<file path="src/rtl/debounce_edge_gen_if.sv">
// Signal bundle between a raw-input source and the debounce/edge stage.
// The master drives the raw level and enable; the slave returns the clean level and status.
interface debounce_edge_gen_if #(
  parameter int GLITCH_W = 8
);
  logic                din_async;
  logic                en;
  logic                dout;
  logic                rise_pulse;
  logic                fall_pulse;
  logic                busy;
  logic [GLITCH_W-1:0] glitch_cnt;

  modport master (
    output din_async, en,
    input  dout, rise_pulse, fall_pulse, busy, glitch_cnt
  );

  modport slave (
    input  din_async, en,
    output dout, rise_pulse, fall_pulse, busy, glitch_cnt
  );
endinterface

</file>
<file path="src/rtl/debounce_edge_gen.sv">
// Synchronizes a raw level, accepts a change only after STABLE_CYCLES stable cycles,
// and emits registered clean level, rise/fall pulses, busy and a saturating glitch count.
module debounce_edge_gen #(
  parameter int CNT_W         = 16,
  parameter int STABLE_CYCLES = 1000,
  parameter int GLITCH_W      = 8
) (
  input  logic                 clk,
  input  logic                 rst,
  debounce_edge_gen_if.slave   bus
);

  typedef enum logic [1:0] {
    IDLE_LO = 2'd0,
    WAIT_HI = 2'd1,
    IDLE_HI = 2'd2,
    WAIT_LO = 2'd3
  } state_t;

  localparam logic [CNT_W-1:0]    CNT_TERM   = CNT_W'(STABLE_CYCLES - 1);
  localparam logic [CNT_W-1:0]    CNT_ONE    = CNT_W'(1);
  localparam logic [GLITCH_W-1:0] GLITCH_ONE = GLITCH_W'(1);
  localparam logic [GLITCH_W-1:0] GLITCH_MAX = '1;

  state_t              state_q, state_d;
  logic                s1_q, s1_d;
  logic                s2_q, s2_d;
  logic [CNT_W-1:0]    cnt_q, cnt_d;
  logic [GLITCH_W-1:0] glitch_q, glitch_d;
  logic                dout_q, dout_d;
  logic                rise_q, rise_d;
  logic                fall_q, fall_d;
  logic                busy_q, busy_d;
  logic [GLITCH_W-1:0] glitch_inc;

  assign glitch_inc = (glitch_q == GLITCH_MAX) ? glitch_q : glitch_q + GLITCH_ONE;

  always_comb begin
    s1_d     = bus.din_async;
    s2_d     = s1_q;
    state_d  = state_q;
    cnt_d    = cnt_q;
    glitch_d = glitch_q;
    rise_d   = 1'b0;
    fall_d   = 1'b0;

    // Disable beats abort, and abort beats terminal count.
    case (state_q)
      IDLE_LO: begin
        if (bus.en && s2_q) begin
          state_d = WAIT_HI;
          cnt_d   = CNT_ONE;
        end
      end
      WAIT_HI: begin
        if (!bus.en) begin
          state_d = IDLE_LO;
          cnt_d   = '0;
        end else if (!s2_q) begin
          state_d  = IDLE_LO;
          cnt_d    = '0;
          glitch_d = glitch_inc;
        end else if (cnt_q == CNT_TERM) begin
          state_d = IDLE_HI;
          cnt_d   = '0;
          rise_d  = 1'b1;
        end else begin
          cnt_d = cnt_q + CNT_ONE;
        end
      end
      IDLE_HI: begin
        if (bus.en && !s2_q) begin
          state_d = WAIT_LO;
          cnt_d   = CNT_ONE;
        end
      end
      WAIT_LO: begin
        if (!bus.en) begin
          state_d = IDLE_HI;
          cnt_d   = '0;
        end else if (s2_q) begin
          state_d  = IDLE_HI;
          cnt_d    = '0;
          glitch_d = glitch_inc;
        end else if (cnt_q == CNT_TERM) begin
          state_d = IDLE_LO;
          cnt_d   = '0;
          fall_d  = 1'b1;
        end else begin
          cnt_d = cnt_q + CNT_ONE;
        end
      end
      default: begin
        state_d = IDLE_LO;
        cnt_d   = '0;
      end
    endcase

    // Level and busy are decoded from the next state so they register alongside it.
    dout_d = (state_d == IDLE_HI) || (state_d == WAIT_LO);
    busy_d = (state_d == WAIT_HI) || (state_d == WAIT_LO);
  end

  always_ff @(posedge clk or negedge rst) begin
    if (!rst) begin
      state_q  <= IDLE_LO;
      s1_q     <= 1'b0;
      s2_q     <= 1'b0;
      cnt_q    <= '0;
      glitch_q <= '0;
      dout_q   <= 1'b0;
      rise_q   <= 1'b0;
      fall_q   <= 1'b0;
      busy_q   <= 1'b0;
    end else begin
      state_q  <= state_d;
      s1_q     <= s1_d;
      s2_q     <= s2_d;
      cnt_q    <= cnt_d;
      glitch_q <= glitch_d;
      dout_q   <= dout_d;
      rise_q   <= rise_d;
      fall_q   <= fall_d;
      busy_q   <= busy_d;
    end
  end

  assign bus.dout       = dout_q;
  assign bus.rise_pulse = rise_q;
  assign bus.fall_pulse = fall_q;
  assign bus.busy       = busy_q;
  assign bus.glitch_cnt = glitch_q;

endmodule

</file>
<file path="src/flat_wrapper.sv">
// flat-port wrapper written by rule: the top's interface ports become plain ports
module debounce_edge_gen_flat 
#(
  parameter int CNT_W         = 16,
  parameter int STABLE_CYCLES = 1000,
  parameter int GLITCH_W      = 8
)
  (clk, rst, bus_din_async, bus_en, bus_dout, bus_rise_pulse, bus_fall_pulse, bus_busy, bus_glitch_cnt);
  debounce_edge_gen_if #(.GLITCH_W(GLITCH_W)) bus_i ();
  input  logic clk;
  input  logic rst;
  input wire logic [$bits(bus_i.din_async)-1:0] bus_din_async;
  input wire logic [$bits(bus_i.en)-1:0] bus_en;
  output wire logic [$bits(bus_i.dout)-1:0] bus_dout;
  output wire logic [$bits(bus_i.rise_pulse)-1:0] bus_rise_pulse;
  output wire logic [$bits(bus_i.fall_pulse)-1:0] bus_fall_pulse;
  output wire logic [$bits(bus_i.busy)-1:0] bus_busy;
  output wire logic [$bits(bus_i.glitch_cnt)-1:0] bus_glitch_cnt;
  assign bus_i.din_async = bus_din_async;
  assign bus_i.en = bus_en;
  assign bus_dout = bus_i.dout;
  assign bus_rise_pulse = bus_i.rise_pulse;
  assign bus_fall_pulse = bus_i.fall_pulse;
  assign bus_busy = bus_i.busy;
  assign bus_glitch_cnt = bus_i.glitch_cnt;
  debounce_edge_gen #(.CNT_W(CNT_W), .STABLE_CYCLES(STABLE_CYCLES), .GLITCH_W(GLITCH_W)) u_core (.clk(clk), .rst(rst), .bus(bus_i));
endmodule
</file>
<file path="config.mk">
export PLATFORM = sky130hd
export DESIGN_NAME = debounce_edge_gen_flat
export DESIGN_NICKNAME = d
export VERILOG_FILES = /design/src/rtl/debounce_edge_gen_if.sv /design/src/rtl/debounce_edge_gen.sv /design/src/flat_wrapper.sv
export SDC_FILE = /design/constraint.sdc
export NUM_CORES = 1
export LEC_CHECK = 0
export CAP_MARGIN = 20
export CORE_ASPECT_RATIO = 1.25
export CORE_UTILIZATION = 59
export CTS_CLUSTER_SIZE = 28
export DETAILED_ROUTE_END_ITERATION = 12
export GPL_ROUTABILITY_DRIVEN = 0
export HOLD_SLACK_MARGIN = 0.08
export PLACE_DENSITY = 0.85
export SETUP_SLACK_MARGIN = 0.3
export SYNTH_ARGS = -nofsm -noshare
export SYNTH_HDL_FRONTEND = slang
export SYNTH_SLANG_ARGS = --single-unit
</file>
<file path="constraint.sdc">
create_clock -name clk -period 5.99 [get_ports clk]
set_clock_uncertainty 0.2 [all_clocks]
set_input_delay 1.198 -clock clk [delete_from_list [all_inputs] [get_ports clk]]
set_output_delay 1.198 -clock clk [all_outputs]
set_load 0.02 [all_outputs]
</file>
Word level (Yosys, flattened, before mapping)
Cells that the tools add are included.

cells by class
  add/sub/neg operators = 2
  equal/unequal tests = 14
  mux-type cells = 30
  reductions and logical operators = 9

operators by type and width
  operator                                               number
  2-to-1 mux 16 bit                                      7
  case mux 16 bit (4 select lines)                       1
  2-to-1 mux 8 bit                                       5
  adder 16 x 1 -> 16 bit, second input constant          1
  equality test 16 x 10 -> 1 bit, second input constant  1
  2-to-1 mux 2 bit                                       8
  case mux 8 bit (2 select lines)                        1
  adder 8 x 1 -> 8 bit, second input constant            1
  equality test 2 bit, second input constant             4
  equality test 8 bit, second input constant             1
  case mux 2 bit (4 select lines)                        1
  2-to-1 mux 1 bit                                       7
  inequality test 2 x 1 -> 1 bit, second input constant  3
  inequality test 2 bit, second input constant           3
  AND reduction 5 bit                                    1
  equality test 2 x 1 -> 1 bit, second input constant    2
  logical AND 1 bit                                      2
  logical NOT 2 bit                                      1
  logical OR 1 bit                                       2
  AND reduction 2 bit                                    1
  nonzero test 2 bit                                     1
  logical NOT 1 bit                                      1

storage, ports and cells
  flip-flop bits (word level) = 32
  input bits = 4
  output and inout port bits = 12
  logic and storage cells = 64

Logic depth before layout (Yosys ltp)
Gate-level depths: netlist (run 1).

  word-level depth = 7
  gate-level depth with buffers = 6

Least setup slack after synthesis (run 1)
Ideal clock, no wire load.

  path type = input to register
  start point = in bus_en
  end point = reg u_core.glitch_q[5] (netlist: u_core.bus.glitch_cnt[5])
  library setup time = 0.131 ns
  data arrival time = 2.456 ns
  path slack = 3.203 ns
  cell stages on the path = 5
  cells stage by stage = clkbuf_1 -> nand2_1 -> a2111oi_0 -> nand3_1 -> xnor2_1

between the ends
  longest elaborated chain between the ends = 2
  elaborated cells between the ends (all ways) = 3
  those cells by class = 2 x eq/ne; 1 x reduce/logical

RTL lines
  element                                 RTL line                  RTL
  from (decl)                             flat_wrapper.sv:13        input wire logic [$bits(bus_i.en)-1:0] bus_en;
  inequality test 2 bit (no source line)  -
  AND reduction 5 bit (no source line) *  -
  to (signal assigned)                    debounce_edge_gen.sv:120  glitch_q <= glitch_d;
  to (decl)                               debounce_edge_gen.sv:29   logic [GLITCH_W-1:0] glitch_q, glitch_d;

Every way passes the cells marked *; elsewhere a longest branch is shown, timed or not.
A chain may end at the register's enable or synchronous reset.

Worst setup path in the final report (run 1)
  start point = in bus_en
  end point = reg u_core.glitch_q[7] (netlist: u_core.bus.glitch_cnt[7])

The elaborated chain is that of the path after synthesis.

==> results.yml, run 1 <==
job:
  max-cap-violations: 0
finish:
  area_delta_synth_final_pct: 14.58
  num-fill-cells: 194
  final_cells: 194
  diodes: 0
  fin_nets: 168
  final_common_cell: "dfrtp_1"
  fin_util_pct: 71.38
  drive_gt1_share_pct: 9.938
  mostFrequentLayoutCells: "dfrtp_1 (31), clkdlybuf4s50_1 (15), a21oi_1 (12), nand3_1 (12), nand2_1 (9)"
clock_tree:
  cts_made_buffers: 5
  cts_root_buf: "clkbuf_4"
  insertion_delay_ns: 0.33
  cts_tree: "done"
  cts.clk_slew.worst_paths_ns: 0.09
  cts_setup_buffers: 0
  cts_resized: 0
  holdBufCountCts: 0
  cts.sinks: 31
  htree_levels: 2
  clk_path_buf_depth: 2
synthesis:
  synth-edff-count: 0
  synthXorXnorAreaFrac_pct: 5.651
  synth_top_family_by_area: "simple AND/OR/NAND/NOR gates"
  yosys.area_share.adder_pct: 1.638
  ys_seq_elements: 31
  yosys.area_share.simple_pct: 22.36
  syn-num-nets: 149
  netlist_area_um2: 1528
  synth_cell_types: 38
  syn_inst: 143
  synth_compound_area_share_pct: 15.48
  synthArstFlopShare_pct: 100.0
  syn_area_per_cell_um2: 10.68
  synthFlopType: "dfrtp_1"
  seq_area_frac_synth_pct: 50.78
  synth_warnings: 0
  muxShareOfSynthArea_pct: 2.211
routing:
  dr.pass1.iters: 4
  vias_per_cell: 6.418
  totalWireLength_um: 3095
  antenna_left: 0
  drtIter0Drc: 47
  vias: 1245
  drc_errors: 0
  wl_per_cell_um: 15.95
power_and_ir_drop:
  power_density_nw_per_um2: 241.2
  peakVddDrop_mv: 0.2193
  p_leak_nw: 0.7246
global_route:
  track_usage_pct: 26.11
  grt_max_degree: 32
  grt_pass1_wl_um: 5071
  gr-total-overflow: 0
  grt_pass1_vias: 1185
  antenna_found_initial: 0
floorplan:
  die-area_um2: 2798
  initial_utilization_pct: 62.30
  dieWidth_um: 47.52
  pin_count: 16
  rows: 20
  core_um2: 2452
  die_h_um: 58.89
placement:
  numPortBuffers: 15
  place_inst: 188
  place_hpwl_um: 2150
timing:
  worstMarginPinSlew_ns: 0.8926
  setup_viol: 0
  tns_ns: 0
  max_freq_ghz: 0.3271
  grt_setup_unrepaired: "false"
  min_period_ns: 3.057
  maxSlewHeadroom_pct: 38.96
  fin_crit_sh_pct: 51.04
  finalHoldViolations: 0
  drv_slew: 0
critical_path:
  critPathMaxStageDelay_ns: 0.79
  arrival_ns: 3.08
  cp_data_required_time_ns: 6.02
  worst-r2r-cell-count: 5
  path_cells: "clkdlybuf4s50_1 -> nand2_1 -> a2111oi_0 -> nand3_1 -> xnor2_1"
  critPathKind: "input port to flip-flop"
  crit_path_end_kind: "flip-flop"
  start_kind: "input port"
  worstReg2RegStart: "u_core.bus.glitch_cnt[0]$_DFFE_PN0P_"
  cp-startpoint: "bus_en"
  crit_fanout: 8
  cp_slowest_cell: "a2111oi_0"
worst_hold_path:
  min-delay-start: "u_core.s1_q$_DFF_PN0_"
  hold_depth: 0
  hold_class: "flip-flop to flip-flop"
outcome:
  status: "complete, no violations"
## kinds of logic (layout without fill, tap and decap cells)
| kind of cell | Yosys count | after routing |
|---|---|---|
| xor gates and xnor gates | 9 | 9 |
| buffers and inverters | 7 | 25 |
| DFF | 31 | 31 |
| adders and majority gates | 2 | 2 |
| and+or+nand+nor | 57 | 57 |
| AOI/OAI and AO/OA | 34 | 34 |
| muxes | 3 | 3 |
## path summary, 6_finish.rpt
kind                                                              to  slack [ns]
worst max-delay path            u_core.bus.glitch_cnt[7]$_DFFE_PN0P_        2.93
worst min-delay path                           u_core.s2_q$_DFF_PN0_        0.16
worst max register to register  u_core.bus.glitch_cnt[7]$_DFFE_PN0P_        3.69
worst min register to register                 u_core.s2_q$_DFF_PN0_        0.16
max in group asynchronous       u_core.bus.glitch_cnt[2]$_DFFE_PN0P_        4.24
min in group asynchronous                u_core.cnt_q[9]$_DFFE_PN0P_        1.05
## Yosys cell counts (all sizes together) (3+ instances only)
cell	n	area (um2)
a21oi	13	68.82
nand3	12	60.06
and3	7	45.05
o21ai	3	15.01
dfrtp	31	775.7
a22o	3	26.28
inv	3	11.26
or4	8	60.06
xnor2	5	43.79
or3	3	18.77
o31ai	8	60.06
mux2	3	33.78
nand2	9	33.78
xor2	4	42.55
nand4	4	25.02
## stage by stage
| step | hold WS [ns] | cell area (um2) | total power (W) | worst slack, ns |
|---|---|---|---|---|
| 2_1_floorplan | 0.1312 | 1528 | 0.0002812 | 3.203 |
| 3_3_place_gp | 0.1362 | 1709 | 0.0003170 | 2.738 |
| 3_5_place_dp | 0.1457 | 1709 | 0.0003187 | 2.570 |
| 4_1_cts | 0.1648 | 1750 | 0.0004266 | 2.921 |
| 5_1_grt | 0.1729 | 1750 | 0.0004418 | 2.691 |
| 6_report | 0.1582 | 1750 | 0.0004223 | 2.933 |
## flip-flops by register name, summed over array words and instances, names as in the netlist
register / count
u_core.state_q: 2
u_core.bus.fall_pulse: 1
u_core.cnt_q: 16
u_core.bus.dout: 1
u_core.bus.rise_pulse: 1
u_core.s2_q: 1
u_core.s1_q: 1
u_core.bus.glitch_cnt: 8
## layout make-up
class | count | area (um2) | share of cell area (%)
clock buffers | 6 | 41.29 | 2.359
flip-flops and latches | 31 | 775.7 | 44.32
repair buffers | 16 | 157.7 | 9.006
multi-input cells | 105 | 723.2 | 41.32
well taps | 33 | 41.29 | 2.359
inverters | 3 | 11.26 | 0.6433
## power by group
group,total [W],switching [W],internal (W)
sequential,0.000240,0.0000172,0.000223
combinational,0.0000741,0.0000378,0.0000364
clock,0.000108,0.0000660,0.0000416
## worst max-delay path: cells and delay by family
family,cells,cell delay (ns)
and+or+nand+nor,2,0.33
xor gates and xnor gates,1,0.17
buffers and inverters,1,0.60
AOI/OAI and AO/OA,1,0.79
## per-layer routing
metal	vias up	GRT usage [%]	routed length, um
li1	586	-	-
met5	-	0	0
met4	0	12.24	61
met2	37	44.03	1624
met1	617	29.86	1285
met3	5	6.442	123
No activity file was read; power rests on OpenSTA's default activity.
==> inputs of run 2 (changes only) <==
--- a/config.mk
+++ b/config.mk
@@ -7,12 +7,12 @@
 export LEC_CHECK = 0
 export CAP_MARGIN = 20
 export CORE_ASPECT_RATIO = 1.25
-export CORE_UTILIZATION = 59
+export CORE_UTILIZATION = 55
 export CTS_CLUSTER_SIZE = 28
 export DETAILED_ROUTE_END_ITERATION = 12
 export GPL_ROUTABILITY_DRIVEN = 0
 export HOLD_SLACK_MARGIN = 0.08
-export PLACE_DENSITY = 0.85
+export PLACE_DENSITY = 0.8
 export SETUP_SLACK_MARGIN = 0.3
 export SYNTH_ARGS = -nofsm -noshare
 export SYNTH_HDL_FRONTEND = slang
==> constraint.sdc (replaced) <==
create_clock -name clk -period 2.85 [get_ports clk]
set_clock_uncertainty 0.2 [all_clocks]
set_input_delay 0.57 -clock clk [delete_from_list [all_inputs] [get_ports clk]]
set_output_delay 0.57 -clock clk [all_outputs]
set_load 0.02 [all_outputs]
==> run 2 against run 1 <==
Against the previous run:
- final cell count up 2.1%
- power up 120%
- critical path depth decreased by 4
- first-iteration DRC count fell by 13%
- largest power group unchanged
- hold slack improved by 0.032 ns
- critical endpoint is now bus_busy
==> results.yml, run 2 (same netlist as run 1, synthesis figures left out) <==
outcome:
  status: "complete, no violations"
power_and_ir_drop:
  p_sw_share_pct: 29.75
  internal_power_w: 0.0006404
  combPwrFrac_pct: 17.0
  peakVddDrop_mv: 0.6420
  p_sw_w: 0.0002711
  p_clk_share_pct: 27.5
  power_density_nw_per_um2: 513.4
  seqPwrFrac_pct: 55.5
  p_leak_nw: 0.7331
critical_path:
  worst-r2r-cell-count: 4
  crit_fanout: 11
  crit_family: "buffers and inverters"
  cp_data_required_time_ns: 2.08
  arrival_ns: 1.57
  crit_buf_inv: 1
  r2r_end: "u_core.cnt_q[11]$_DFFE_PN0P_"
  path_cells: "clkdlybuf4s50_1"
  critPathMaxStageDelay_ns: 0.67
  crit_path_end_kind: "output pin"
  cp_slowest_cell: "clkdlybuf4s50_1"
  rrSetupSlack_ns: 0.66
  start_kind: "flip-flop"
  critPathKind: "flip-flop to output pin"
  worstReg2RegStart: "u_core.s2_q$_DFF_PN0_"
clock_tree:
  cts.clk_slew.worst_paths_ns: 0.10
  cts.sinks: 31
  insertion_delay_ns: 0.33
  cts_root_buf: "clkbuf_4"
  holdBufCountCts: 0
  clk_path_buf_depth: 2
  cts_resized: 0
  cts_setup_buffers: 0
  cts_made_buffers: 5
  cts_tree: "done"
  htree_levels: 2
floorplan:
  die-area_um2: 2994
  dieWidth_um: 49.14
  die_h_um: 60.93
  core_um2: 2654
  pin_count: 16
  initial_utilization_pct: 57.57
  rows: 21
timing:
  setup_viol: 0
  drv_slew: 0
  tns_ns: 0
  grt_setup_unrepaired: "false"
  min_period_ns: 2.337
  max_freq_ghz: 0.4278
  maxSlewHeadroom_pct: 52.96
  finalHoldViolations: 0
  fin_crit_sh_pct: 82.01
  worstMarginPinSlew_ns: 0.7056
finish:
  area_delta_synth_final_pct: 16.22
  diodes: 0
  mostFrequentLayoutCells: "dfrtp_1 (31), clkdlybuf4s50_1 (15), a21oi_1 (12), nand3_1 (12), nand2_1 (9)"
  largest_reg_flops: 16
  num-fill-cells: 199
  drive_gt1_share_pct: 12.20
  final_common_cell: "dfrtp_1"
  fin_util_pct: 66.90
  regMostFlops: "u_core.cnt_q"
  fin_nets: 169
job:
  max-cap-violations: 0
worst_hold_path:
  holdPathEnd: "u_core.s2_q$_DFF_PN0_"
  hold_class: "flip-flop to flip-flop"
  min-delay-start: "u_core.s1_q$_DFF_PN0_"
  hold_depth: 0
placement:
  numPortBuffers: 15
  place_hpwl_um: 2116
global_route:
  grt_max_degree: 32
  gr-total-overflow: 0
  grt_pass1_vias: 1131
  grt_pass1_wl_um: 4974
  track_usage_pct: 22.42
  antenna_found_initial: 0
routing:
  drc_errors: 0
  dr.pass1.iters: 4
  antenna_left: 0
  vias_per_cell: 6.091
  wl_per_cell_um: 15.14
  vias: 1206
  drtIter0Drc: 41
  totalWireLength_um: 2997
[run 2: worst max-delay path by stage]
stage	start	to	slack [ns]	cells after the start
finish	u_core.state_q[0]$_DFF_PN0_	bus_busy	0.51	1
CTS	u_core.state_q[0]$_DFF_PN0_	bus_busy	0.52	1
detailed placement	bus_en	u_core.cnt_q[11]$_DFFE_PN0P_	0.25	5
global route	u_core.state_q[0]$_DFF_PN0_	bus_busy	0.45	1
global placement	bus_en	u_core.cnt_q[11]$_DFFE_PN0P_	0.35	5
floorplan	u_core.bus.glitch_cnt[0]$_DFFE_PN0P_	u_core.bus.glitch_cnt[5]$_DFFE_PN0P_	0.66	5
[run 2: per-layer routing]
metal / routed length [um] / global-route usage [%] / vias to the layer above
li1: - / - / 590
met1: 1245 / 26.14 / 569
met2: 1546 / 39.53 / 39
met3: 148 / 5.514 / 8
met4: 57 / 10.08 / 0
met5: 0 / 0 / -
[run 2: final cells by class]
cell class	count	area, um2	share of cell area [%]
well taps	34	42.54	2.396
clock buffers	5	37.54	2.114
inverters	3	11.26	0.6343
multi-input cells	105	723.2	40.73
flip-flops and latches	31	775.7	43.69
clock inverters	3	20.02	1.128
repair buffers	17	165.2	9.302
[run 2: through the flow]
stage | setup WS [ns] | hold slack, ns | std cells | power [W] | instance area, um2
4_1_cts | 0.5225 | 0.1921 | 198 | 0.0009198 | 1775
5_1_grt | 0.4508 | 0.2010 | 198 | 0.0009593 | 1775
3_3_place_gp | 0.3513 | 0.1358 | 190 | 0.0006665 | 1718
6_report | 0.5127 | 0.1899 | 198 | 0.0009115 | 1775
2_1_floorplan | 0.6626 | 0.07441 | 143 | 0.0005910 | 1528
3_5_place_dp | 0.2523 | 0.1681 | 190 | 0.0006712 | 1718
[run 2: power by group through the flow]
stage | clock, W | combinational [W] | sequential [W]
after global routing | 0.000275 | 0.000173 | 0.000511
after CTS | 0.000256 | 0.000158 | 0.000506
final | 0.000251 | 0.000155 | 0.000505
after global placement | 0 | 0.000154 | 0.000513
after detailed placement | 0 | 0.000157 | 0.000514
after floorplan | 0 | 0.0000541 | 0.000537
==> inputs of run 3 (changes only) <==
==> constraint.sdc (replaced) <==
create_clock -name clk -period 2.4 [get_ports clk]
set_clock_uncertainty 0.2 [all_clocks]
set_input_delay 0.48 -clock clk [delete_from_list [all_inputs] [get_ports clk]]
set_output_delay 0.48 -clock clk [all_outputs]
set_load 0.02 [all_outputs]
==> run 3 against run 2 <==
Against the previous run:
- wire length grew 9.2%
- sequential share of layout area shrank 2.7 points
- sequential power grew 20%
- critical path depth grew 4
- critical path type is now flip-flop to flip-flop
- clock-buffer cell count is the same
==> results.yml, run 3 (same netlist as run 1, synthesis figures left out) <==
critical_path:
  critPathMaxStageDelay_ns: 0.41
  worstReg2RegStart: "u_core.cnt_q[0]$_DFFE_PN0P_"
  worst-r2r-cell-count: 5
  critPathKind: "flip-flop to flip-flop"
  crit_fanout: 5
  cp_data_required_time_ns: 2.43
  start_kind: "flip-flop"
  rrSetupSlack_ns: 0.37
  crit_buf_inv: 0
  crit_family: "simple AND/OR/NAND/NOR gates"
  arrival_ns: 2.07
  r2r_end: "u_core.bus.dout$_DFF_PN0_"
  cp_slowest_cell: "dfrtp_1"
  crit_path_end_kind: "flip-flop"
  path_cells: "ha_2 -> nor4bb_4 -> and4_4 -> nand3_1 -> mux2_2"
global_route:
  grt_max_degree: 32
  track_usage_pct: 23.73
  grt_pass1_wl_um: 5126
  gr-total-overflow: 0
  antenna_found_initial: 0
  grt_pass1_vias: 1180
worst_hold_path:
  min-delay-start: "u_core.s1_q$_DFF_PN0_"
  holdPathEnd: "u_core.s2_q$_DFF_PN0_"
  hold_depth: 0
  hold_class: "flip-flop to flip-flop"
routing:
  totalWireLength_um: 3272
  antenna_left: 0
  vias_per_cell: 6.254
  dr.pass1.iters: 4
  drc_errors: 0
  vias: 1282
  drtIter0Drc: 37
  wl_per_cell_um: 15.96
clock_tree:
  htree_levels: 2
  clk_path_buf_depth: 2
  cts_made_buffers: 5
  cts.sinks: 31
  cts_tree: "done"
  cts_root_buf: "clkbuf_4"
  cts.clk_slew.worst_paths_ns: 0.10
  insertion_delay_ns: 0.34
power_and_ir_drop:
  internal_power_w: 0.0007606
  p_sw_share_pct: 30.57
  p_leak_nw: 0.8545
  p_sw_w: 0.0003350
  combPwrFrac_pct: 17.3
  p_clk_share_pct: 27.6
  seqPwrFrac_pct: 55.1
  power_density_nw_per_um2: 576.8
  peakVddDrop_mv: 0.4123
timing:
  drv_slew: 0
  grt_setup_unrepaired: "false"
  max_freq_ghz: 0.4919
  hold-worst-slack_ns: 0.1626
  fin_crit_sh_pct: 84.70
  finalHoldViolations: 0
  setup_viol: 0
  maxSlewHeadroom_pct: 69.87
  tns_ns: 0
  worstMarginPinSlew_ns: 0.4519
  min_period_ns: 2.033
placement:
  place_hpwl_um: 2309
  numPortBuffers: 15
finish:
  regMostFlops: "u_core.cnt_q"
  final_common_cell: "dfrtp_1"
  mostFrequentLayoutCells: "dfrtp_1 (29), a21oi_1 (12), nand3_1 (12)"
  largest_reg_flops: 16
  diodes: 0
  fin_util_pct: 71.57
  area_delta_synth_final_pct: 24.32
  drive_gt1_share_pct: 19.88
  fin_nets: 176
job:
  max-cap-violations: 0
floorplan:
  dieWidth_um: 49.14
  pin_count: 16
  die-area_um2: 2994
  core_um2: 2654
  initial_utilization_pct: 57.57
  die_h_um: 60.93
  rows: 21
outcome:
  status: "complete, no violations"
## run 3: changes by cell type in the layout (fill, tap and decap cells not counted), sizes merged
cell           delta
clkdlybuf4s50     -8
buf               +7
dlygate4sd2       +2
dlymetal6s2s      +6
## run 3: final cells by class
type                            instances  area, um2
Inverter                                3      11.26
Timing Repair Buffer                   24      230.2
Clock buffer                            5      37.54
Sequential cell                        31      778.2
Tap cell                               34      42.54
Fill cell                             195      754.5
Multi-Input combinational cell        105      779.5
Clock inverter                          3      20.02
## run 3: worst max path at each step
stage / startpoint / endpoint / slack [ns] / cells after the start
CTS: u_core.state_q[0]$_DFF_PN0_ / bus_busy / 0.25 / 1
global placement: bus_en / u_core.cnt_q[11]$_DFFE_PN0P_ / 0.10 / 5
floorplan: u_core.bus.glitch_cnt[0]$_DFFE_PN0P_ / u_core.bus.glitch_cnt[5]$_DFFE_PN0P_ / 0.34 / 5
detailed placement: bus_en / u_core.cnt_q[9]$_DFFE_PN0P_ / 0.05 / 6
finish: u_core.cnt_q[0]$_DFFE_PN0P_ / u_core.bus.dout$_DFF_PN0_ / 0.37 / 5
global route: u_core.cnt_q[0]$_DFFE_PN0P_ / u_core.bus.dout$_DFF_PN0_ / 0.27 / 5
## run 3: power groups by stage
stage / clock [W] / sequential (W) / combinational, W
after floorplan: 0 / 0.000638 / 0.0000646
after global placement: 0 / 0.000609 / 0.000187
after detailed placement: 0 / 0.000612 / 0.000199
after CTS: 0.000314 / 0.000603 / 0.000198
after global routing: 0.000339 / 0.000610 / 0.000206
final: 0.000302 / 0.000604 / 0.000190
## run 3: timing repair
action | CTS | global route
setup buffers | 0 | 2
pin swaps | 0 | 0
hold buffers | 0 | 0
setup endpoints to repair | 13 | 21
gates cloned | 0 | 0
gates resized for setup | 5 | 14
## run 3: metal layers
layer,vias to the layer above,share of wire (%),GRT usage (%)
met2,40,54,44.81
met4,0,3.0,12.18
met1,623,40,24.00
met5,-,0,0
li1,604,-,-
met3,15,3.6,6.767
## run 3: through the flow
| step | area [um2] | total power, W | instances | worst slack (ns) |
|---|---|---|---|---|
| after CTS | 1826 | 0.001116 | 203 | 0.2506 |
| after detailed placement | 1757 | 0.0008117 | 195 | 0.04632 |
| after global routing | 1899 | 0.001155 | 205 | 0.2698 |
| after floorplan | 1529 | 0.0007021 | 143 | 0.3423 |
| after global placement | 1757 | 0.0007962 | 195 | 0.1024 |
| final | 1899 | 0.001096 | 205 | 0.3672 |
